`src/rtl/mult_seq_pkg.sv`:
```
// Shared encodings for the MULTU sequencer: ALU opcode driven while busy and the FSM state codes.
package mult_seq_pkg;

  localparam int MULT_WIDTH = 32;

  localparam logic [1:0] ALUOP_ADDU = 2'b01;

  localparam logic [1:0] MULT_IDLE = 2'b00;
  localparam logic [1:0] MULT_RUN  = 2'b01;
  localparam logic [1:0] MULT_DONE = 2'b10;

  // The shared ALU has no carry out; an unsigned add wrapped iff the sum is below an addend.
  function automatic logic add_carry(input logic [MULT_WIDTH-1:0] sum,
                                     input logic [MULT_WIDTH-1:0] addend);
    return sum < addend;
  endfunction

endpackage

```
`src/rtl/mult_seq_if.sv`:
```
// Request/result and shared-ALU signals between control, datapath ALU and the MULTU sequencer.
interface mult_seq_if;
  import mult_seq_pkg::*;

  logic                  start;
  logic [MULT_WIDTH-1:0] op_a;
  logic [MULT_WIDTH-1:0] op_b;
  logic                  busy;
  logic                  done;
  logic [MULT_WIDTH-1:0] hi;
  logic [MULT_WIDTH-1:0] lo;
  logic [MULT_WIDTH-1:0] alu_num_1;
  logic [MULT_WIDTH-1:0] alu_num_2;
  logic [1:0]            alu_op;
  logic [MULT_WIDTH-1:0] alu_result;

  modport slave (
    input  start, op_a, op_b, alu_result,
    output busy, done, hi, lo, alu_num_1, alu_num_2, alu_op
  );

  modport master (
    output start, op_a, op_b, alu_result,
    input  busy, done, hi, lo, alu_num_1, alu_num_2, alu_op
  );

endinterface

```
`src/rtl/mult_seq.sv`:
```
// Radix-2 shift-and-add MULTU sequencer; borrows the datapath ALU (ADDU) for one partial product per cycle.
module mult_seq
  import mult_seq_pkg::*;
#(
  parameter int WIDTH = MULT_WIDTH,
  parameter int ITERS = MULT_WIDTH
) (
  input  logic       clk,
  input  logic       rst,
  mult_seq_if.slave  bus
);

  localparam int CW = $clog2(ITERS);
  localparam logic [CW-1:0] LAST = CW'(ITERS - 1);

  logic [1:0]       state;
  logic [CW-1:0]    cnt;
  logic [WIDTH-1:0] hi_q;
  logic [WIDTH-1:0] lo_q;
  logic [WIDTH-1:0] mcand;
  logic [WIDTH-1:0] sum;
  logic             carry;

  // ALU operands are driven in every state; the datapath mux only listens while busy.
  assign bus.alu_op    = ALUOP_ADDU;
  assign bus.alu_num_1 = hi_q;
  assign bus.alu_num_2 = lo_q[0] ? mcand : '0;

  assign sum   = bus.alu_result;
  assign carry = add_carry(sum, hi_q);

  always_ff @(posedge clk) begin
    if (rst) begin
      state <= MULT_IDLE;
      cnt   <= '0;
      hi_q  <= '0;
      lo_q  <= '0;
      mcand <= '0;
    end else begin
      case (state)
        MULT_IDLE: begin
          if (bus.start) begin
            hi_q  <= '0;
            lo_q  <= bus.op_b;
            mcand <= bus.op_a;
            cnt   <= '0;
            state <= MULT_RUN;
          end
        end
        MULT_RUN: begin
          // Product shifts right through {hi,lo}; consumed multiplier bits fall off lo[0].
          hi_q <= {carry, sum[WIDTH-1:1]};
          lo_q <= {sum[0], lo_q[WIDTH-1:1]};
          cnt  <= cnt + 1'b1;
          if (cnt == LAST) state <= MULT_DONE;
        end
        MULT_DONE: state <= MULT_IDLE;
        default:   state <= MULT_IDLE;
      endcase
    end
  end

  assign bus.busy = (state == MULT_RUN);
  assign bus.done = (state == MULT_DONE);
  assign bus.hi   = hi_q;
  assign bus.lo   = lo_q;

endmodule

```
`src/flat_wrapper.sv`:
```
// flat-port wrapper written by rule: the top's interface ports become plain ports
module mult_seq_flat import mult_seq_pkg::*;
#(
  parameter int WIDTH = MULT_WIDTH,
  parameter int ITERS = MULT_WIDTH
)
  (clk, rst, bus_start, bus_op_a, bus_op_b, bus_alu_result, bus_busy, bus_done, bus_hi, bus_lo, bus_alu_num_1, bus_alu_num_2, bus_alu_op);
  mult_seq_if bus_i ();
  input  logic clk;
  input  logic rst;
  input wire logic [$bits(bus_i.start)-1:0] bus_start;
  input wire logic [$bits(bus_i.op_a)-1:0] bus_op_a;
  input wire logic [$bits(bus_i.op_b)-1:0] bus_op_b;
  input wire logic [$bits(bus_i.alu_result)-1:0] bus_alu_result;
  output wire logic [$bits(bus_i.busy)-1:0] bus_busy;
  output wire logic [$bits(bus_i.done)-1:0] bus_done;
  output wire logic [$bits(bus_i.hi)-1:0] bus_hi;
  output wire logic [$bits(bus_i.lo)-1:0] bus_lo;
  output wire logic [$bits(bus_i.alu_num_1)-1:0] bus_alu_num_1;
  output wire logic [$bits(bus_i.alu_num_2)-1:0] bus_alu_num_2;
  output wire logic [$bits(bus_i.alu_op)-1:0] bus_alu_op;
  assign bus_i.start = bus_start;
  assign bus_i.op_a = bus_op_a;
  assign bus_i.op_b = bus_op_b;
  assign bus_i.alu_result = bus_alu_result;
  assign bus_busy = bus_i.busy;
  assign bus_done = bus_i.done;
  assign bus_hi = bus_i.hi;
  assign bus_lo = bus_i.lo;
  assign bus_alu_num_1 = bus_i.alu_num_1;
  assign bus_alu_num_2 = bus_i.alu_num_2;
  assign bus_alu_op = bus_i.alu_op;
  mult_seq #(.WIDTH(WIDTH), .ITERS(ITERS)) u_core (.clk(clk), .rst(rst), .bus(bus_i));
endmodule
```
`config.mk`:
```
export PLATFORM = sky130hd
export DESIGN_NAME = mult_seq_flat
export DESIGN_NICKNAME = d
export VERILOG_FILES = /design/src/rtl/mult_seq_pkg.sv /design/src/rtl/mult_seq_if.sv /design/src/rtl/mult_seq.sv /design/src/flat_wrapper.sv
export SDC_FILE = /design/constraint.sdc
export NUM_CORES = 1
export LEC_CHECK = 0
export BUFFER_PORTS_ARGS = -buffer_cell sky130_fd_sc_hd__buf_2
export CELL_PAD_IN_SITES_DETAIL_PLACEMENT = 1
export CELL_PAD_IN_SITES_GLOBAL_PLACEMENT = 1
export CORE_UTILIZATION = 33
export DETAILED_ROUTE_END_ITERATION = 16
export GPL_TIMING_DRIVEN = 0
export PLACE_DENSITY_LB_ADDON = 0.1
export SYNTH_ARGS = -nofsm -noshare
export SYNTH_HDL_FRONTEND = slang
export SYNTH_SLANG_ARGS = --single-unit
```
`constraint.sdc`:
```
create_clock -name clk -period 2 [get_ports clk]
set_clock_uncertainty 0.2 [all_clocks]
set_input_delay 0.4 -clock clk [delete_from_list [all_inputs] [get_ports clk]]
set_output_delay 0.4 -clock clk [all_outputs]
set_load 0.02 [all_outputs]
```
After elaboration in Yosys (flattened, before gate mapping)
Cells that the tools add are included.
{"block": "classes", "add_sub_neg": 1, "n_lt_le_gt_ge": 1, "eq_ne": 5, "muxes": 10, "n_reduce_logical": 5}
{"op": "case mux 32 bit (2 select lines)", "count": 2}
{"op": "2-to-1 mux 32 bit", "count": 3}
{"op": "less-than comparator 32 bit", "count": 1}
{"op": "case mux 5 bit (2 select lines)", "count": 1}
{"op": "AND reduction 2 bit", "count": 3}
{"op": "adder 5 x 1 -> 5 bit, second input constant", "count": 1}
{"op": "== test 5 bit, second input constant", "count": 1}
{"op": "2-to-1 mux 5 bit", "count": 1}
{"op": "2-to-1 mux 2 bit", "count": 2}
{"op": "case mux 2 bit (2 select lines)", "count": 1}
{"op": "== test 2 x 1 -> 1 bit, second input constant", "count": 1}
{"op": "== test 2 bit, second input constant", "count": 1}
{"op": "zero test 2 bit", "count": 1}
{"op": "inequality test 2 x 1 -> 1 bit, second input constant", "count": 1}
{"op": "inequality test 2 bit, second input constant", "count": 1}
{"op": "nonzero test 2 bit", "count": 1}
{"block": "word_totals", "regBits": 103, "inputBits": 99, "output_inout_bits": 132}

Depth between registers and ports, before layout
{"block": "depth", "word_depth": 3, "ltp_mapped": 7}

Least setup slack after synthesis
Ideal clock, no wire load.
{"block": "synth_timing", "path_type": "reg-to-reg", "startpoint": "register u_core.hi_q[14] (netlist: u_core.bus.alu_num_1[14])", "endpoint": "register u_core.hi_q[31] (netlist: u_core.bus.alu_num_1[31])", "setup_time_ps": 74, "arrival_time_ps": 1648, "path_slack_ps": 78, "path_stages_with_launch": 8, "period_less_slack_ps": 1922, "cell_sequence": "dfxtp_1 inv_1 ha_1 a21oi_1 a21boi_0 a2111oi_4 o211ai_1 a31oi_1"}
{"block": "synth_between", "elab_chain_cells": 2}
{"element": "start: declaration", "line": "mult_seq.sv:18", "text": "logic [WIDTH-1:0] hi_q;"}
{"element": "start signal: assignment", "line": "mult_seq.sv:52", "text": "hi_q <= {carry, sum[WIDTH-1:1]};"}
{"element": "less-than comparator 32 bit", "line": "mult_seq_pkg.sv:15", "text": "return sum < addend;"}
{"element": "case mux 32 bit (2 select lines)", "line": "mult_seq.sv:40", "text": "case (state)"}
No other way between the ends.
A chain may end at the register's enable or synchronous reset.

Final worst setup path
{"block": "layout_timing", "startpoint": "register u_core.state[1]", "endpoint": "output bus_busy"}
{"block": "layout_between", "elab_chain_cells": 1}
{"element": "start: declaration", "line": "mult_seq.sv:16", "text": "logic [1:0] state;"}
{"element": "start signal: assignment", "line": "mult_seq.sv:34", "text": "state <= MULT_IDLE;"}
{"element": "start signal: assignment", "line": "mult_seq.sv:47", "text": "state <= MULT_RUN;"}
{"element": "start signal: assignment", "line": "mult_seq.sv:55", "text": "if (cnt == LAST) state <= MULT_DONE;"}
{"element": "== test 2 x 1 -> 1 bit", "line": "mult_seq.sv:63", "text": "assign bus.busy = (state == MULT_RUN);"}
{"element": "end: declaration", "line": "flat_wrapper.sv:15", "text": "output wire logic [$bits(bus_i.busy)-1:0] bus_busy;"}
No other way between the ends.

==> results.py <==
metrics = {
    "yosys": {
        "syn_nets": 809,
        "area_share_of_and_or_nand_nor_cells_after_synthesis": 0.2490,
        "compound_cell_area_share_of_the_yosys_netlist": 0.1595,
        "ys_seq_area_frac": 0.3976,
        "yosysWarnings": 0,
        "post_synthesis_mux_area_share": 0,
        "post_synth_edffs": 0,
        "ys_seq_elements": 103,
        "ys.flop_type": "sky130_fd_sc_hd__dfxtp_1",
        "synth-adder-area-share": 0.07961,
        "synth_top_family_by_area": "simple AND/OR/NAND/NOR gates",
        "syn-instance-count": 677,
        "post_synth_xor_area_fraction": 0,
        "synth.lib_cells_used.distinct": 36,
        "synth_area_per_cell_um2": 7.661,
        "async_flop_share": 0,
        "mappedNetlistArea_um2": 5186,
    },
    "die": {
        "placementRows": 45,
        "io_pins": 231,
        "floorplan.initialDensity": 0.3399,
        "die_area_um2": 16220,
        "core_area_um2": 15260,
        "dieHeight_um": 127.4,
        "chipWidth_um": 127.4,
    },
    "pwr": {
        "p_sw_frac": 0.3208,
        "peakVddDrop_v": 0.0004038,
        "p_int_mw": 3.529,
        "p_clk_frac": 0.336,
        "p_switching_mw": 1.667,
        "pwr-share-seq": 0.443,
        "leakage_nw": 3.331,
        "powerDensity_nw_per_um2": 748.9,
        "combinationalPowerShare": 0.221,
        "fin_total_pwr_mw": 5.196,
    },
    "clock_tree": {
        "h-tree-depth": 3,
        "clk_latency_ns": 0.35,
        "cts_num_sinks": 103,
        "cts.reportedPaths.clkPinSlew_ns": 0.07,
        "max-clock-path-buffers": 2,
        "tritoncts": "built",
        "post_cts_hold_buffer_count": 0,
        "clk_root_buffer_cell": "sky130_fd_sc_hd__clkbuf_16",
        "cts_buffers": 9,
    },
    "sta": {
        "final.setup.worst_slack_ns": 0.06488,
        "finalHoldViolations": 0,
        "post-route-period-util": 0.9676,
        "post_route_setup_tns_ns": 0,
        "fin_hold_ws_ns": 0.08033,
        "final-setup-viol-count": 0,
        "max_clock_freq_ghz": 0.5168,
        "slew_headroom": 0.6157,
        "shortest_period_the_worst_path_allows_ns": 1.935,
        "final_max_slew_viol_count": 0,
        "timing_worst_slew_pin_value_ns": 0.5764,
        "setup_repair_after_global_routing_missed_its_margin": "no",
    },
    "worst_setup_path": {
        "reg2reg_setup_slack_ns": 0.09,
        "worstPathMaxFanout": 19,
        "setup.worst_path.end": "bus_busy",
        "end_kind": "output pin",
        "worst_ep_required_time_ns": 1.40,
        "regToRegEndpoint": "u_core.bus.alu_num_1[31]",
        "timing_worst_setup_path_type": "reg2out",
        "worstReg2RegStart": "u_core.bus.alu_num_1[19]",
        "timing.critical_path.arrival_ns": 1.34,
        "worstSetupStartpoint": "u_core.state[1]",
        "r2r_cells": 7,
        "startpoint_type": "flip-flop",
    },
    "route": {
        "detail_route.vias_per_cell": 4.813,
        "vias": 5458,
        "dr.pass1.iters": 4,
        "drc_errors": 0,
        "routed_wire_length_per_instance_um": 14.91,
        "totalWireLength_um": 16900,
        "drt_first_iter_violations": 117,
        "route.antenna.remaining_nets": 0,
    },
    "final_layout": {
        "post_route_cells_drive_above_1_share": 0.3434,
        "fin_nets": 1050,
        "synthToLayoutAreaGrowth_pct": 33.80,
        "final.fill_count": 1950,
        "antenna-diode-count": 0,
    },
    "placement": {
        "dp.final_hpwl_um": 13080,
        "routabilityCongestion": 0.7893,
        "io_buffer_count": 228,
        "place_ws_ns": -0.1565,
    },
    "hold_path": {
        "holdCritStartpoint": "bus_op_a[11]",
        "hp-class": "in2reg",
    },
    "grt": {
        "grt_antenna_before_repair": 0,
        "grt_pass1_wl_um": 26720,
        "grt_overflow_total": 0,
        "grt_pass1_vias": 5374,
        "track_usage": 0.2070,
        "grt_max_degree": 20,
    },
    "run": {
        "maxcap_viol_count": 0,
    },
    "outcome": {
        "outcome": "finished clean",
    },
}
## cells by family after synthesis
logic type,Yosys count
buffers and inverters,113
adders and majority gates,33
DFF,103
other,2
AOI/OAI and AO/OA,130
and+or+nand+nor,296
## area by class of cell
cell class                      count  area [um2]  area share
Buffer                             79       476.7     0.06870
Clock buffer                       10       239.0     0.03444
Timing Repair Buffer              231        1166      0.1680
Inverter                           33       123.9     0.01785
Tap cell                          211       264.0     0.03805
Sequential cell                   103        2068      0.2981
Multi-Input combinational cell    461        2552      0.3678
Clock inverter                      6       48.80    0.007032
## worst max-delay path: stages (launching register included)
cell,delay (ns)
sky130_fd_sc_hd__dfxtp_1,0.32
sky130_fd_sc_hd__nand2b_1,0.20
sky130_fd_sc_hd__inv_2,0.12
sky130_fd_sc_hd__buf_12,0.16
sky130_fd_sc_hd__clkbuf_4,0.18
## worst min-delay path by stage
| stage | endpoint | slack, ns | depth (start not counted) |
|---|---|---|---|
| after detailed placement | u_core.mcand[6] | 0.25 | 2 |
| after global routing | u_core.mcand[19] | 0.09 | 3 |
| after CTS | u_core.mcand[11] | 0.07 | 3 |
| final | u_core.mcand[11] | 0.08 | 3 |
| after global placement | u_core.mcand[18] | 0.24 | 2 |
| after floorplan | u_core.cnt[3] | 0.23 | 1 |
## Yosys cell counts (all sizes together), types with 2 or more instances
| master | number | area [um2] |
|---|---|---|
| nand2b | 4 | 32.53 |
| nand3 | 35 | 175.2 |
| nor4 | 3 | 18.77 |
| buf | 59 | 382.9 |
| and2 | 33 | 206.5 |
| inv | 33 | 123.9 |
| nand4 | 5 | 31.28 |
| a311oi | 32 | 280.3 |
| nor2b | 2 | 12.51 |
| conb | 2 | 7.510 |
| o21ai | 6 | 30.03 |
| a31oi | 2 | 12.51 |
| nand2 | 168 | 630.6 |
| ha | 33 | 412.9 |
| nor2 | 42 | 157.7 |
| a211oi | 2 | 15.01 |
| clkbuf | 21 | 78.83 |
| a21oi | 79 | 395.4 |
| dfxtp | 103 | 2062 |
## power by group through the flow
stage	Combinational [mW]	Clock, mW	Sequential (mW)
after floorplan	0.598	0	2.44
after global placement	1.11	0	2.34
after detailed placement	1.14	0	2.35
after CTS	1.15	1.80	2.30
after global routing	1.27	1.88	2.32
final	1.15	1.75	2.30
## per-stage QoR
stage,instance area [um2],util,cells
2_1_floorplan,5186,-,677
4_1_cts,6902,0.4523,1132
3_3_place_gp,6591,0.4320,1116
3_5_place_dp,6591,0.4320,1116
6_report,6939,0.4548,1134
5_1_grt,6939,0.4548,1134
## flip-flops by register name, indices dropped and copies added (netlist names)
name / count
u_core.bus.alu_num_1: 32
u_core.bus.lo: 32
u_core.mcand: 32
u_core.cnt: 5
u_core.state: 2
## cell usage in the layout (no fill, tap or decap), types with 2 or more instances in the layout
master / instances
sky130_fd_sc_hd__a31oi_1: 2
sky130_fd_sc_hd__inv_1: 32
sky130_fd_sc_hd__a21oi_1: 78
sky130_fd_sc_hd__clkbuf_1: 17
sky130_fd_sc_hd__buf_1: 4
sky130_fd_sc_hd__buf_2: 243
sky130_fd_sc_hd__a311oi_1: 32
sky130_fd_sc_hd__buf_4: 40
sky130_fd_sc_hd__clkbuf_2: 4
sky130_fd_sc_hd__clkbuf_16: 9
sky130_fd_sc_hd__nor2_1: 42
sky130_fd_sc_hd__inv_6: 4
sky130_fd_sc_hd__dfxtp_2: 5
sky130_fd_sc_hd__and2_1: 33
sky130_fd_sc_hd__conb_1: 2
sky130_fd_sc_hd__dfxtp_1: 98
sky130_fd_sc_hd__nand4_1: 5
sky130_fd_sc_hd__o21ai_0: 6
sky130_fd_sc_hd__nand2b_1: 3
sky130_fd_sc_hd__nor2b_1: 2
sky130_fd_sc_hd__nand3_1: 35
sky130_fd_sc_hd__nand2_1: 168
sky130_fd_sc_hd__ha_1: 33
sky130_fd_sc_hd__nor4_1: 2
sky130_fd_sc_hd__a211oi_1: 2
## layer usage
layer  wire (um)  share of wire  vias up  track usage
li1            -              -     2717            -
met1        7625           0.45     2585       0.2540
met2        8106           0.48      141       0.3632
met3         935          0.055       15      0.04062
met4         236          0.014        0      0.06513
met5           0              0        -            0
## what timing repair did
| item | CTS | global route |
|---|---|---|
| setup buffers | 1 | 2 |
| setup endpoints to repair | 32 | 3 |
| resized for setup | 10 | 9 |
| pin swaps | 2 | 3 |
Note: power is estimated with default switching activity, not from simulation.
